`config.mk`:
```
export PLATFORM = sky130hd
export DESIGN_NAME = health_led_driver
export DESIGN_NICKNAME = d
export VERILOG_FILES = /design/src/rtl/health_led_driver.sv
export SDC_FILE = /design/constraint.sdc
export NUM_CORES = 1
export LEC_CHECK = 0
export ABC_AREA = 1
export BUFFER_PORTS_ARGS = -buffer_cell sky130_fd_sc_hd__clkbuf_2
export CAP_MARGIN = 25
export CORE_MARGIN = 2
export CORE_UTILIZATION = 60
export CTS_CLUSTER_DIAMETER = 200
export DETAILED_ROUTE_END_ITERATION = 16
export GPL_ROUTABILITY_DRIVEN = 0
export HOLD_SLACK_MARGIN = 0.05
export PLACE_DENSITY = 0.76
export SYNTH_ARGS = -nofsm -noshare
export SYNTH_HDL_FRONTEND = slang
export SYNTH_SLANG_ARGS = --single-unit
```
`constraint.sdc`:
```
create_clock -name i_clk -period 1.9 [get_ports i_clk]
set_input_delay 0 -clock i_clk [delete_from_list [all_inputs] [get_ports i_clk]]
set_output_delay 0 -clock i_clk [all_outputs]
set_load 0.05 [all_outputs]
```
`src/rtl/health_led_driver.sv`:
```
// Multi-channel health/error LED driver: per-channel OFF/ON/BLINK/BURST patterns
// timed from one shared prescaler tick so all channels stay in phase.
module health_led_driver #(
    parameter int NUM_CH      = 4,
    parameter int TICK_DIV    = 500000,
    parameter int BLINK_TICKS = 25,
    parameter int BURST_ON    = 10,
    parameter int BURST_OFF   = 10,
    parameter int BURST_GAP   = 100,
    parameter int CNT_W       = 4
) (
    input  logic                      i_clk,
    input  logic                      i_rst_n,
    input  logic                      i_enable,
    input  logic [2*NUM_CH-1:0]       i_mode,
    input  logic [CNT_W*NUM_CH-1:0]   i_burst_cnt,
    output logic [NUM_CH-1:0]         o_led_out,
    output logic [NUM_CH-1:0]         o_frame_done,
    output logic                      o_tick
);

    // state    | meaning
    // ---------+-----------------------------------------------
    // ST_IDLE  | mode OFF, LED dark
    // ST_SOLID | mode ON, LED lit, ticks ignored
    // ST_BLINK | 50% duty blink, toggles every BLINK_TICKS ticks
    // ST_B_ON  | burst flash lit for BURST_ON ticks
    // ST_B_OFF | dark between flashes for BURST_OFF ticks
    // ST_B_GAP | dark after last flash for BURST_GAP ticks
    typedef enum logic [2:0] {
        ST_IDLE,
        ST_SOLID,
        ST_BLINK,
        ST_B_ON,
        ST_B_OFF,
        ST_B_GAP
    } state_t;

    localparam logic [1:0] MODE_OFF   = 2'd0;
    localparam logic [1:0] MODE_ON    = 2'd1;
    localparam logic [1:0] MODE_BLINK = 2'd2;

    localparam int TC_M1  = (BLINK_TICKS > BURST_ON) ? BLINK_TICKS : BURST_ON;
    localparam int TC_M2  = (BURST_OFF > BURST_GAP) ? BURST_OFF : BURST_GAP;
    localparam int TC_MAX = (TC_M1 > TC_M2) ? TC_M1 : TC_M2;
    localparam int TC_W   = (TC_MAX > 1) ? $clog2(TC_MAX) : 1;
    localparam int PS_W   = $clog2(TICK_DIV);

    localparam logic [PS_W-1:0] PS_LAST  = PS_W'(TICK_DIV - 1);
    localparam logic [TC_W-1:0] TC_BLINK = TC_W'(BLINK_TICKS - 1);
    localparam logic [TC_W-1:0] TC_ON    = TC_W'(BURST_ON - 1);
    localparam logic [TC_W-1:0] TC_OFF   = TC_W'(BURST_OFF - 1);
    localparam logic [TC_W-1:0] TC_GAP   = TC_W'(BURST_GAP - 1);

    logic [PS_W-1:0] r_presc;
    logic            w_tick;

    always_ff @(posedge i_clk or negedge i_rst_n) begin
        if (!i_rst_n) begin
            r_presc <= '0;
        end else if (!i_enable) begin
            r_presc <= '0;
        end else if (r_presc == PS_LAST) begin
            r_presc <= '0;
        end else begin
            r_presc <= r_presc + PS_W'(1);
        end
    end

    assign w_tick = (r_presc == PS_LAST);
    assign o_tick = w_tick;

    for (genvar g = 0; g < NUM_CH; g++) begin : g_ch
        state_t           r_state;
        logic [1:0]       r_mode_q;
        logic [TC_W-1:0]  r_tc;
        logic [CNT_W-1:0] r_rem;
        logic             r_led;
        logic             r_fd;
        logic [1:0]       w_mode;
        logic [CNT_W-1:0] w_burst_cnt;

        assign w_mode      = i_mode[2*g +: 2];
        assign w_burst_cnt = i_burst_cnt[CNT_W*g +: CNT_W];

        // tc is a down-counter: loaded with (duration-1), the phase ends on a tick at zero
        always_ff @(posedge i_clk or negedge i_rst_n) begin
            if (!i_rst_n) begin
                r_state  <= ST_IDLE;
                r_mode_q <= MODE_OFF;
                r_tc     <= '0;
                r_rem    <= '0;
                r_led    <= 1'b0;
                r_fd     <= 1'b0;
            end else if (!i_enable) begin
                r_state  <= ST_IDLE;
                r_mode_q <= MODE_OFF;
                r_tc     <= '0;
                r_rem    <= '0;
                r_led    <= 1'b0;
                r_fd     <= 1'b0;
            end else begin
                r_mode_q <= w_mode;
                r_fd     <= 1'b0;
                if (w_mode != r_mode_q) begin
                    case (w_mode)
                        MODE_OFF: begin
                            r_state <= ST_IDLE;
                            r_led   <= 1'b0;
                            r_tc    <= '0;
                        end
                        MODE_ON: begin
                            r_state <= ST_SOLID;
                            r_led   <= 1'b1;
                            r_tc    <= '0;
                        end
                        MODE_BLINK: begin
                            r_state <= ST_BLINK;
                            r_led   <= 1'b1;
                            r_tc    <= TC_BLINK;
                        end
                        default: begin
                            r_rem <= w_burst_cnt;
                            if (w_burst_cnt == '0) begin
                                r_state <= ST_B_GAP;
                                r_led   <= 1'b0;
                                r_tc    <= TC_GAP;
                            end else begin
                                r_state <= ST_B_ON;
                                r_led   <= 1'b1;
                                r_tc    <= TC_ON;
                            end
                        end
                    endcase
                end else if (w_tick) begin
                    case (r_state)
                        ST_BLINK: begin
                            if (r_tc == '0) begin
                                r_led <= ~r_led;
                                r_tc  <= TC_BLINK;
                            end else begin
                                r_tc <= r_tc - TC_W'(1);
                            end
                        end
                        ST_B_ON: begin
                            if (r_tc == '0) begin
                                r_state <= ST_B_OFF;
                                r_led   <= 1'b0;
                                r_rem   <= r_rem - CNT_W'(1);
                                r_tc    <= TC_OFF;
                            end else begin
                                r_tc <= r_tc - TC_W'(1);
                            end
                        end
                        ST_B_OFF: begin
                            if (r_tc == '0) begin
                                if (r_rem != '0) begin
                                    r_state <= ST_B_ON;
                                    r_led   <= 1'b1;
                                    r_tc    <= TC_ON;
                                end else begin
                                    r_state <= ST_B_GAP;
                                    r_led   <= 1'b0;
                                    r_tc    <= TC_GAP;
                                end
                            end else begin
                                r_tc <= r_tc - TC_W'(1);
                            end
                        end
                        ST_B_GAP: begin
                            // frame boundary: count is sampled only here and on entry
                            if (r_tc == '0) begin
                                r_fd  <= 1'b1;
                                r_rem <= w_burst_cnt;
                                if (w_burst_cnt == '0) begin
                                    r_state <= ST_B_GAP;
                                    r_led   <= 1'b0;
                                    r_tc    <= TC_GAP;
                                end else begin
                                    r_state <= ST_B_ON;
                                    r_led   <= 1'b1;
                                    r_tc    <= TC_ON;
                                end
                            end else begin
                                r_tc <= r_tc - TC_W'(1);
                            end
                        end
                        default: begin
                        end
                    endcase
                end
            end
        end

        assign o_led_out[g]    = r_led;
        assign o_frame_done[g] = r_fd;
    end

endmodule

```
==> flow_metrics.py <==
metrics = {
    "status": {
        "status": "completed",
    },
    "timing": {
        "max_freq_ghz": 0.555,
        "worstMarginPinSlew_ns": 0.518,
        "relSlewSlack_pct": 65.4,
        "report.final.setup_viol": 0,
        "hold_slack_ns": 0.0616,
        "skew_ns": 0.00766,
        "fin_crit_sh_pct": 94.9,
        "setup_tns_ns": 0,
        "fin_crit_ns": 1.80,
        "finalHoldViolCount": 0,
        "slew_viol_final": 0,
        "timing.final.ws_setup_ns": 0.0966,
    },
    "die": {
        "fp.dieW_um": 111,
        "dieArea_um2": 12300,
        "ioPinCount": 36,
        "rows": 39,
        "start_util_pct": 60.8,
        "coreArea_um2": 11300,
        "die_y_um": 111,
    },
    "synthesis": {
        "syn-num-nets": 1121,
        "syn_area_per_cell_um2": 6.43,
        "synth_mux_area_share_pct": 0,
        "synthTopCellsByArea": "dfrtp_1, nand2_1, nand3_1",
        "syn_area_um2": 6850,
        "synth_cell_type_count": 36,
        "synth_top_family_by_area": "simple AND/OR/NAND/NOR gates",
        "async_flop_share_pct": 100,
        "ys_seq_area_share_pct": 33.2,
        "yosys.area_share.simple_pct": 41.2,
        "synth_area_leader_cell": "dfrtp_1",
        "synth-xor-area-share_pct": 4.22,
        "synth-adder-area-share_pct": 5.30,
        "synth_compound_gate_area_share_pct": 6.63,
        "syn_inst": 1065,
        "yosys.area.top_type_share_pct": 33.2,
        "synth_seq_cells": 91,
        "synth-edff-count": 0,
        "synth_top_flop_cell": "dfrtp_1",
        "ys_warn_count": 0,
    },
    "final_layout": {
        "areaGrowthSynthToFinish_pct": 15.6,
        "mostFrequentLayoutCells": "nand2_1, nor2_1, inv_1, nand3_1, dfrtp_1",
        "nNetsFinal": 1197,
        "fill_cells": 968,
        "drive_gt1_share_pct": 12.0,
        "final_common_cell": "nand2_1",
        "n_antenna_cell": 0,
    },
    "setup_path": {
        "reg2reg_slack_ns": 0.1,
        "reg2regPathDepth": 11,
        "reg2reg_to": "g_ch[0].r_tc[3]$_DFFE_PN0P_",
        "crit_fanout": 5,
        "crit_arrival_ns": 1.80,
        "end_kind": "primary output",
        "crit_required_ns": 1.90,
        "critPathKind": "reg -> out",
        "start_kind": "flop",
        "rr_startpoint": "r_presc[1]$_DFF_PN0_",
    },
    "placement": {
        "portBuffers": 35,
        "post-place-ws_ns": -0.00595,
        "dpl.hpwl_mm": 12.1,
    },
    "drt": {
        "initialDrtViolationCount": 656,
        "dr.pass1.iters": 5,
        "drc": 0,
        "via_per_inst": 5.28,
        "via_count": 6806,
        "routed_wl_mm": 16.5,
        "wl_per_cell_um": 12.8,
        "drt.antenna.violating_nets": 0,
    },
    "grt": {
        "grt_pass1_wl_mm": 28.0,
        "grt_use_total_pct": 27.3,
        "grt_pass1_vias": 6389,
        "gr-total-overflow": 0,
        "grt_start_max_net_pins": 40,
        "antenna_found_initial": 0,
    },
    "worst_hold_path": {
        "min_from": "i_burst_cnt[11]",
        "min_path_type": "in -> reg",
        "hold_path_end": "g_ch[2].r_rem[3]$_DFFE_PN0P_",
        "holdPathStages": 5,
    },
    "cts": {
        "path_clk_slew_ns": 0.06,
        "htreeDepth": 3,
        "clk_latency_ns": 0.35,
        "clk_path_buf_depth": 2,
        "cts_tree": "built",
        "numCtsBuffers": 9,
        "clock_sinks": 91,
        "root_buffer": "clkbuf_16",
    },
    "run": {
        "drv_cap": 0,
    },
    "power": {
        "power.density_nw_per_um2": 816,
        "ir_drop_mv": 0.621,
        "finalPower_w": 0.00646,
        "leakage_nw": 4.27,
    },
}
registers in the layout, indices dropped and copies added (netlist names):
signal and cells:
g_ch.r_state 12, g_ch.r_led 4, r_presc 19, g_ch.r_tc 28
g_ch.r_mode_q 8, g_ch.r_fd 4, g_ch.r_rem 16
metal layers:
metal  track usage (%)  share of wire [%]
met1              38.1                 47
met4              10.8                1.8
met5                 0                  0
met2              43.5                 46
met3              3.23                5.2
worst max-delay path by stage:
stage | startpoint | endpoint | slack [ns] | cells past startpoint
2_1_floorplan | r_presc[0]$_DFF_PN0_ | g_ch[1].r_led$_DFFE_PN0P_ | 0.16 | 11
3_3_place_gp | g_ch[0].r_tc[0]$_DFFE_PN0P_ | g_ch[0].r_state[2]$_DFFE_PN0P_ | 0.06 | 11
3_5_place_dp | r_presc[1]$_DFF_PN0_ | g_ch[2].r_tc[3]$_DFFE_PN0P_ | -0.006 | 11
4_1_cts | r_presc[1]$_DFF_PN0_ | o_tick | 0.01 | 8
5_1_grt | g_ch[1].r_state[1]$_DFFE_PN0P_ | g_ch[1].r_rem[2]$_DFFE_PN0P_ | -0.04 | 11
6_report | r_presc[1]$_DFF_PN0_ | o_tick | 0.1 | 8
critical path, cell delays in order, from the launching register on:
cell and delay, ns:
dfrtp_1 0.38, ha_2 0.21, nand2_2 0.08, nor2_4 0.11
buf_4 0.15, nand3_2 0.10, buf_6 0.17, inv_1 0.07
clkbuf_8 0.18
layout make-up:
class / instances / area, µm² / share of cell area, %
Clock inverter: 5 / 61.3 / 0.775
Clock buffer: 11 / 253 / 3.19
Multi-Input combinational cell: 818 / 4000 / 50.5
Timing Repair Buffer: 90 / 653 / 8.25
Tap cell: 143 / 179 / 2.26
Sequential cell: 91 / 2280 / 28.8
Inverter: 131 / 492 / 6.21
synthesized netlist by cell type, types with 12 or more instances:
cell type  number
o21ai_1        12
xnor2_1        13
ha_1           29
o21ai_0        37
nand4_1        14
nand2_1       358
xor2_1         20
nor3_1         17
dfrtp_1        91
inv_1         128
nand3_1       111
nor2_1        148
a21oi_1        23
report_power, final:
| part | internal [W] | switching, W |
|---|---|---|
| combinational | 0.000833 | 0.00140 |
| sequential | 0.00215 | 0.000207 |
| clock | 0.00109 | 0.000777 |
stage by stage:
| stage | area, µm² | std cells | utilization, % |
|---|---|---|---|
| finish | 7920 | 1289 | 70.2 |
| global route | 7920 | 1289 | 70.2 |
| CTS | 7780 | 1281 | 69.1 |
| detailed placement | 7360 | 1255 | 65.3 |
| global placement | 7360 | 1255 | 65.3 |
| floorplan | 6850 | 1065 | - |
cells by family (layout without fill, tap and decap cells):
logic type	after synthesis	count (layout)
DFF	91	91
and+or+nand+nor	672	672
buffers and inverters	156	237
AOI/OAI and AO/OA	84	84
xor gates and xnor gates	33	33
adders and majority gates	29	29
timing repair:
| item | in CTS | in global routing |
|---|---|---|
| buffers inserted | 0 | 8 |
| resized for setup | 4 | 23 |
| hold buffers | 10 | 0 |
| setup endpoints to repair | 3 | 40 |
| hold endpoints to repair | 100 | 0 |
| pin swaps | 0 | 5 |
(Power assumes the default switching activity.)
